==> src/rtl/longop_seq_ctrl_pkg.sv <==
// Shared definitions for the long-op sequencer: opcode/func encodings,
// kind encoding of the latched operation, and the FSM state enum.
// Latency: n/a (declarations only). Backpressure: n/a.
package longop_seq_ctrl_pkg;

  localparam logic [5:0] OP_SPECIAL = 6'b000000;

  localparam logic [5:0] FUNC_DIV   = 6'b011010;
  localparam logic [5:0] FUNC_DIVU  = 6'b011011;
  localparam logic [5:0] FUNC_MULT  = 6'b011000;
  localparam logic [5:0] FUNC_MULTU = 6'b011001;

  typedef enum logic [1:0] {
    KIND_DIV   = 2'b00,
    KIND_DIVU  = 2'b01,
    KIND_MULT  = 2'b10,
    KIND_MULTU = 2'b11
  } kind_e;

  typedef enum logic [1:0] {
    ST_IDLE = 2'd0,
    ST_BUSY = 2'd1,
    ST_WB   = 2'd2
  } state_e;

  // Divides are the only ops that care about a zero divisor.
  function automatic logic kind_is_div(kind_e k);
    return (k == KIND_DIV) || (k == KIND_DIVU);
  endfunction

endpackage

==> src/rtl/longop_seq_ctrl_decode.sv <==
// Combinational decode of op/func into "is a long op" plus its kind.
// Latency: 0 cycles (pure combinational). Backpressure: none.
// Ports: op, func (in, 6 each); is_long (out, 1); kind (out, 2).
module longop_decode
  import longop_seq_ctrl_pkg::*;
(
  input  logic [5:0] op,
  input  logic [5:0] func,
  output logic       is_long,
  output logic [1:0] kind
);

  always_comb begin
    is_long = 1'b0;
    kind    = KIND_DIV;
    if (op == OP_SPECIAL) begin
      case (func)
        FUNC_DIV:   begin is_long = 1'b1; kind = KIND_DIV;   end
        FUNC_DIVU:  begin is_long = 1'b1; kind = KIND_DIVU;  end
        FUNC_MULT:  begin is_long = 1'b1; kind = KIND_MULT;  end
        FUNC_MULTU: begin is_long = 1'b1; kind = KIND_MULTU; end
        default:    begin is_long = 1'b0; kind = KIND_DIV;   end
      endcase
    end
  end

endmodule

==> src/rtl/longop_seq_ctrl.sv <==
// Sequences mult/div long ops: start pulse, stall while busy, HI/LO write-back,
// divide-by-zero and timeout reporting. Latency: done at cycle k -> hilo_we at k+1.
// Backpressure: stall holds the pipeline from the start cycle through write-back.
// Ports: clk, rst (async, active high); instr_valid, op, func, divisor_zero,
//   unit_done, flush (in); start_div/divu/mult/multu, stall, hilo_we, kind,
//   dz_err, to_err (out).
module longop_seq_ctrl
  import longop_seq_ctrl_pkg::*;
#(
  parameter int TIMEOUT = 64,
  parameter int CNT_W   = $clog2(TIMEOUT)
) (
  input  logic       clk,
  input  logic       rst,
  input  logic       instr_valid,
  input  logic [5:0] op,
  input  logic [5:0] func,
  input  logic       divisor_zero,
  input  logic       unit_done,
  input  logic       flush,
  output logic       start_div,
  output logic       start_divu,
  output logic       start_mult,
  output logic       start_multu,
  output logic       stall,
  output logic       hilo_we,
  output logic [1:0] kind,
  output logic       dz_err,
  output logic       to_err
);

  // The counter is cleared on the start edge, so in BUSY it trails the
  // cycle-since-start number by one; cycle TIMEOUT-1 therefore sees TIMEOUT-2.
  localparam logic [CNT_W-1:0] CNT_LAST = CNT_W'(TIMEOUT - 2);

  state_e           state_q, state_d;
  logic [CNT_W-1:0] cnt_q, cnt_d;
  logic [1:0]       kind_q, kind_d;

  logic             dec_long;
  logic [1:0]       dec_kind;

  logic [3:0]       start_c;
  logic             stall_c;
  logic             hilo_c;
  logic             dz_c;
  logic             to_c;

  longop_decode u_decode (
    .op      (op),
    .func    (func),
    .is_long (dec_long),
    .kind    (dec_kind)
  );

  always_ff @(posedge clk or posedge rst) begin
    if (rst) begin
      state_q <= ST_IDLE;
      cnt_q   <= '0;
      kind_q  <= KIND_DIV;
    end else begin
      state_q <= state_d;
      cnt_q   <= cnt_d;
      kind_q  <= kind_d;
    end
  end

  always_comb begin
    state_d = state_q;
    cnt_d   = cnt_q;
    kind_d  = kind_q;
    start_c = 4'b0000;
    stall_c = 1'b0;
    hilo_c  = 1'b0;
    dz_c    = 1'b0;
    to_c    = 1'b0;

    case (state_q)
      ST_IDLE: begin
        // A flushed instruction is cancelled outright, including its dz report.
        if (instr_valid && dec_long && !flush) begin
          if (kind_is_div(kind_e'(dec_kind)) && divisor_zero) begin
            dz_c = 1'b1;
          end else begin
            start_c[dec_kind] = 1'b1;
            stall_c           = 1'b1;
            kind_d            = dec_kind;
            cnt_d             = '0;
            state_d           = ST_BUSY;
          end
        end
      end

      ST_BUSY: begin
        stall_c = 1'b1;
        cnt_d   = cnt_q + 1'b1;
        // unit_done outranks the timeout when both land together.
        if (flush) begin
          state_d = ST_IDLE;
        end else if (unit_done) begin
          state_d = ST_WB;
        end else if (cnt_q == CNT_LAST) begin
          to_c    = 1'b1;
          state_d = ST_IDLE;
        end
      end

      ST_WB: begin
        stall_c = 1'b1;
        hilo_c  = !flush;
        state_d = ST_IDLE;
      end

      default: begin
        state_d = ST_IDLE;
      end
    endcase
  end

  // Mealy outputs are masked by rst so nothing leaks out while reset is held,
  // even if instr_valid is asserted in the meantime.
  assign start_div   = start_c[KIND_DIV]   & ~rst;
  assign start_divu  = start_c[KIND_DIVU]  & ~rst;
  assign start_mult  = start_c[KIND_MULT]  & ~rst;
  assign start_multu = start_c[KIND_MULTU] & ~rst;
  assign stall       = stall_c & ~rst;
  assign hilo_we     = hilo_c  & ~rst;
  assign dz_err      = dz_c    & ~rst;
  assign to_err      = to_c    & ~rst;
  assign kind        = kind_q;

endmodule
==> config.mk <==
export PLATFORM = sky130hd
export DESIGN_NAME = longop_seq_ctrl
export DESIGN_NICKNAME = d
export VERILOG_FILES = /design/src/rtl/longop_seq_ctrl_pkg.sv /design/src/rtl/longop_seq_ctrl_decode.sv /design/src/rtl/longop_seq_ctrl.sv
export SDC_FILE = /design/constraint.sdc
export NUM_CORES = 1
export LEC_CHECK = 0
export BUFFER_PORTS_ARGS = -buffer_cell sky130_fd_sc_hd__buf_2
export CORE_UTILIZATION = 40
export CTS_CLUSTER_DIAMETER = 60
export DETAILED_ROUTE_END_ITERATION = 12
export PLACE_DENSITY = 0.66
export SLEW_MARGIN = 10
export SYNTH_ARGS = -nofsm -noshare
export SYNTH_HDL_FRONTEND = slang
export SYNTH_SLANG_ARGS = --single-unit
==> constraint.sdc <==
create_clock -name clk -period 2.01 [get_ports clk]
set_input_delay 0.1005 -clock clk [delete_from_list [all_inputs] [get_ports clk]]
set_output_delay 0.1005 -clock clk [all_outputs]
set_load 0.01 [all_outputs]
==> flow_summary.toml <==
[cells_and_area]
diodes = 0
nets = 152
syn_to_final_growth_pct = 36.4
fillers = 164
final_common_cell = "buf_2"
layout-drive-gt1-share_pct = 39.7
design_area_um2 = 1080
layout_common_cells = "27 x buf_2, 15 x nand2_1, 10 x dfrtp_1, 8 x buf_4"

[placed_design]
place_hpwl_um = 1340
place_congestion = 0.705
placed_cell_area_um2 = 960
io_buffers = 27

[floorplan]
io_pins = 28
rows = 15
start_util_pct = 44.3
die_h_um = 46.4
dieArea_um2 = 2160
die_w_um = 46.4
coreArea_um2 = 1780

[worst_hold_path]
hold_path.class = "in2reg"

[global_routing]
overflow = 0
grt_pass1_vias = 747
antenna_found_initial = 0
grt_pass1_wl_um = 3150
track_usage_pct = 21.0
grt_max_degree = 12

[setup_path]
crit_arrival_ns = 1.87
critPathMaxFanout = 3
critical_path_class = "reg2out"
end_kind = "output pin"
worstPathRequired_ns = 1.91
startpoint_type = "register"

[timing]
drv_slew = 0
max_clock_freq_mhz = 507
worst_pin_slew_ns = 0.408
whs_ns = 0.0685
finalCriticalPeriod_ns = 1.97
post-route-period-util_pct = 98.1
setup_viol = 0
slew_headroom_pct = 72.8
hold_viol_final = 0
finClkSkew_ns = 0.00312

[route]
num_vias = 765
wl_per_cell_um = 12.2
drc_errors = 0
drtIter0Drc = 10
first_pass_iters = 4
drt_wl_total_um = 1850
via_per_inst = 5.07
ant_nets = 0

[run]
drv_cap = 0

[cts]
clockBufferDepth = 2
clk_pin_slew_ns = 0.08
cts_root_buffer = "clkbuf_4"
clk_latency_ns = 0.27
cts.sinks = 10
cts_tree = "yes"
cts_max_level = 1
cts_buffers = 3

[synthesis]
synth_area_um2 = 790
synth_area_per_cell_um2 = 9.07
ys_ff_latch = 10
syn_nets = 112
yosysTopAreaCell = "dfrtp_1"
synth_top_area_share_pct = 31.7
synth.yosys.warnings = 0
netlist_top_cells_area = "dfrtp_1 32%, ha_1 11%, nand2_1 7.1%"
ys_seq_area_share_pct = 31.7
syn_inst = 87
yosysUniqueCellTypes = 33

[power_and_ir_drop]
peakVddDrop_mv = 0.660
power_density_nw_per_um2 = 1140
cellLeakagePower_nw = 0.533

[outcome]
status = "finished, final reports clean"
## through the flow
| step | instances | setup WS [ns] | power, mW | TNS, ns | util (%) |
|---|---|---|---|---|---|
| 6_report | 151 | 0.0385 | 1.23 | 0 | 60.4 |
| 5_1_grt | 151 | -0.0126 | 1.33 | -0.0133 | 60.4 |
| 4_1_cts | 145 | 0.0474 | 1.16 | 0 | 57.5 |
| 3_5_place_dp | 139 | 0.145 | 0.918 | 0 | 53.8 |
| 3_3_place_gp | 139 | 0.222 | 0.901 | 0 | 53.8 |
| 2_1_floorplan | 87 | 0.344 | 0.762 | 0 | - |
## worst max-delay path, stage by stage (launching register included)
cell and delay (ns):
dfrtp_1 0.41, inv_2 0.11, ha_4 0.14, nand3b_1 0.16
or3_4 0.41, a211oi_2 0.21, buf_2 0.16
## registers in the layout (all words and copies together) (netlist names)
register  cells
cnt_q         6
kind          2
state_q       2
## final timing paths
path / slack, ns / from / end / cells past startpoint
worst min-delay path: 0.07 / func[1] / kind[1]$_DFFE_PP0P_ / 2
worst max-delay path: 0.04 / state_q[1]$_DFFE_PP0P_ / stall / 6
min in group asynchronous: 0.42 / rst / cnt_q[5]$_DFFE_PP0P_ / 3
max in group asynchronous: 1.31 / rst / cnt_q[0]$_DFFE_PP0P_ / 3
worst min register to register: 0.49 / kind[1]$_DFFE_PP0P_ / kind[1]$_DFFE_PP0P_ / 2
worst max register to register: 0.12 / state_q[1]$_DFFE_PP0P_ / cnt_q[2]$_DFFE_PP0P_ / 9
## layout make-up
class	instances	area (um2)	area share [%]
multi-input combinational	68	524	48.7
inverter	8	30.0	2.79
timing repair buffer	36	205	19.0
sequential	10	250	23.2
clock buffer	4	36.3	3.37
tap	25	31.3	2.90
## cell usage after synthesis (all sizes together)
| library cell | instances |
|---|---|
| nand2 | 15 |
| dfrtp | 10 |
| inv | 8 |
| ha | 7 |
| nand3 | 7 |
| nor3b | 5 |
| o21ai | 5 |
| a22oi | 3 |
| and3 | 3 |
| nor2 | 3 |
| nand2b | 2 |
| nor3 | 2 |
| nor4 | 2 |
| a211oi | 1 |
| a21oi | 1 |
| a22o | 1 |
| a2bb2oi | 1 |
| a31o | 1 |
| a32o | 1 |
| and3b | 1 |
| clkbuf | 1 |
| nand3b | 1 |
| nand4b | 1 |
| nor2b | 1 |
| nor4b | 1 |
| o211ai | 1 |
| o31ai | 1 |
| or3 | 1 |
## repair_timing
action                     4_1_cts  5_1_grt
buffers inserted                 1        6
pin swaps                        1        3
resized for setup                4        1
hold buffers                     1        0
hold endpoints to repair        10        0
setup endpoints to repair        3        3
## layer usage
metal | global-route usage (%) | part of all wire (%)
met4 | 9.41 | 1.4
met3 | 6.27 | 3.0
met5 | 0 | 0
met1 | 24.9 | 44
met2 | 34.4 | 51
## cells by family after synthesis
kind of cell | after synthesis | synth area share, %
AO/OA/AOI/OAI | 16 | 16.8
adder cells (fa/ha/maj) | 7 | 11.1
buffers and inverters | 9 | 4.28
flip-flops | 10 | 31.7
AND/OR/NAND/NOR | 45 | 36.1
## power by group
part / internal [mW] / total, mW / leakage [nW] / switching [mW]
combinational: 0.316 / 0.659 / 0.390 / 0.343
sequential: 0.283 / 0.375 / 0.122 / 0.0921
clock: 0.110 / 0.192 / 0.0210 / 0.0819
total: 0.709 / 1.23 / 0.533 / 0.517
Note: power is estimated with default switching activity, not from simulation.
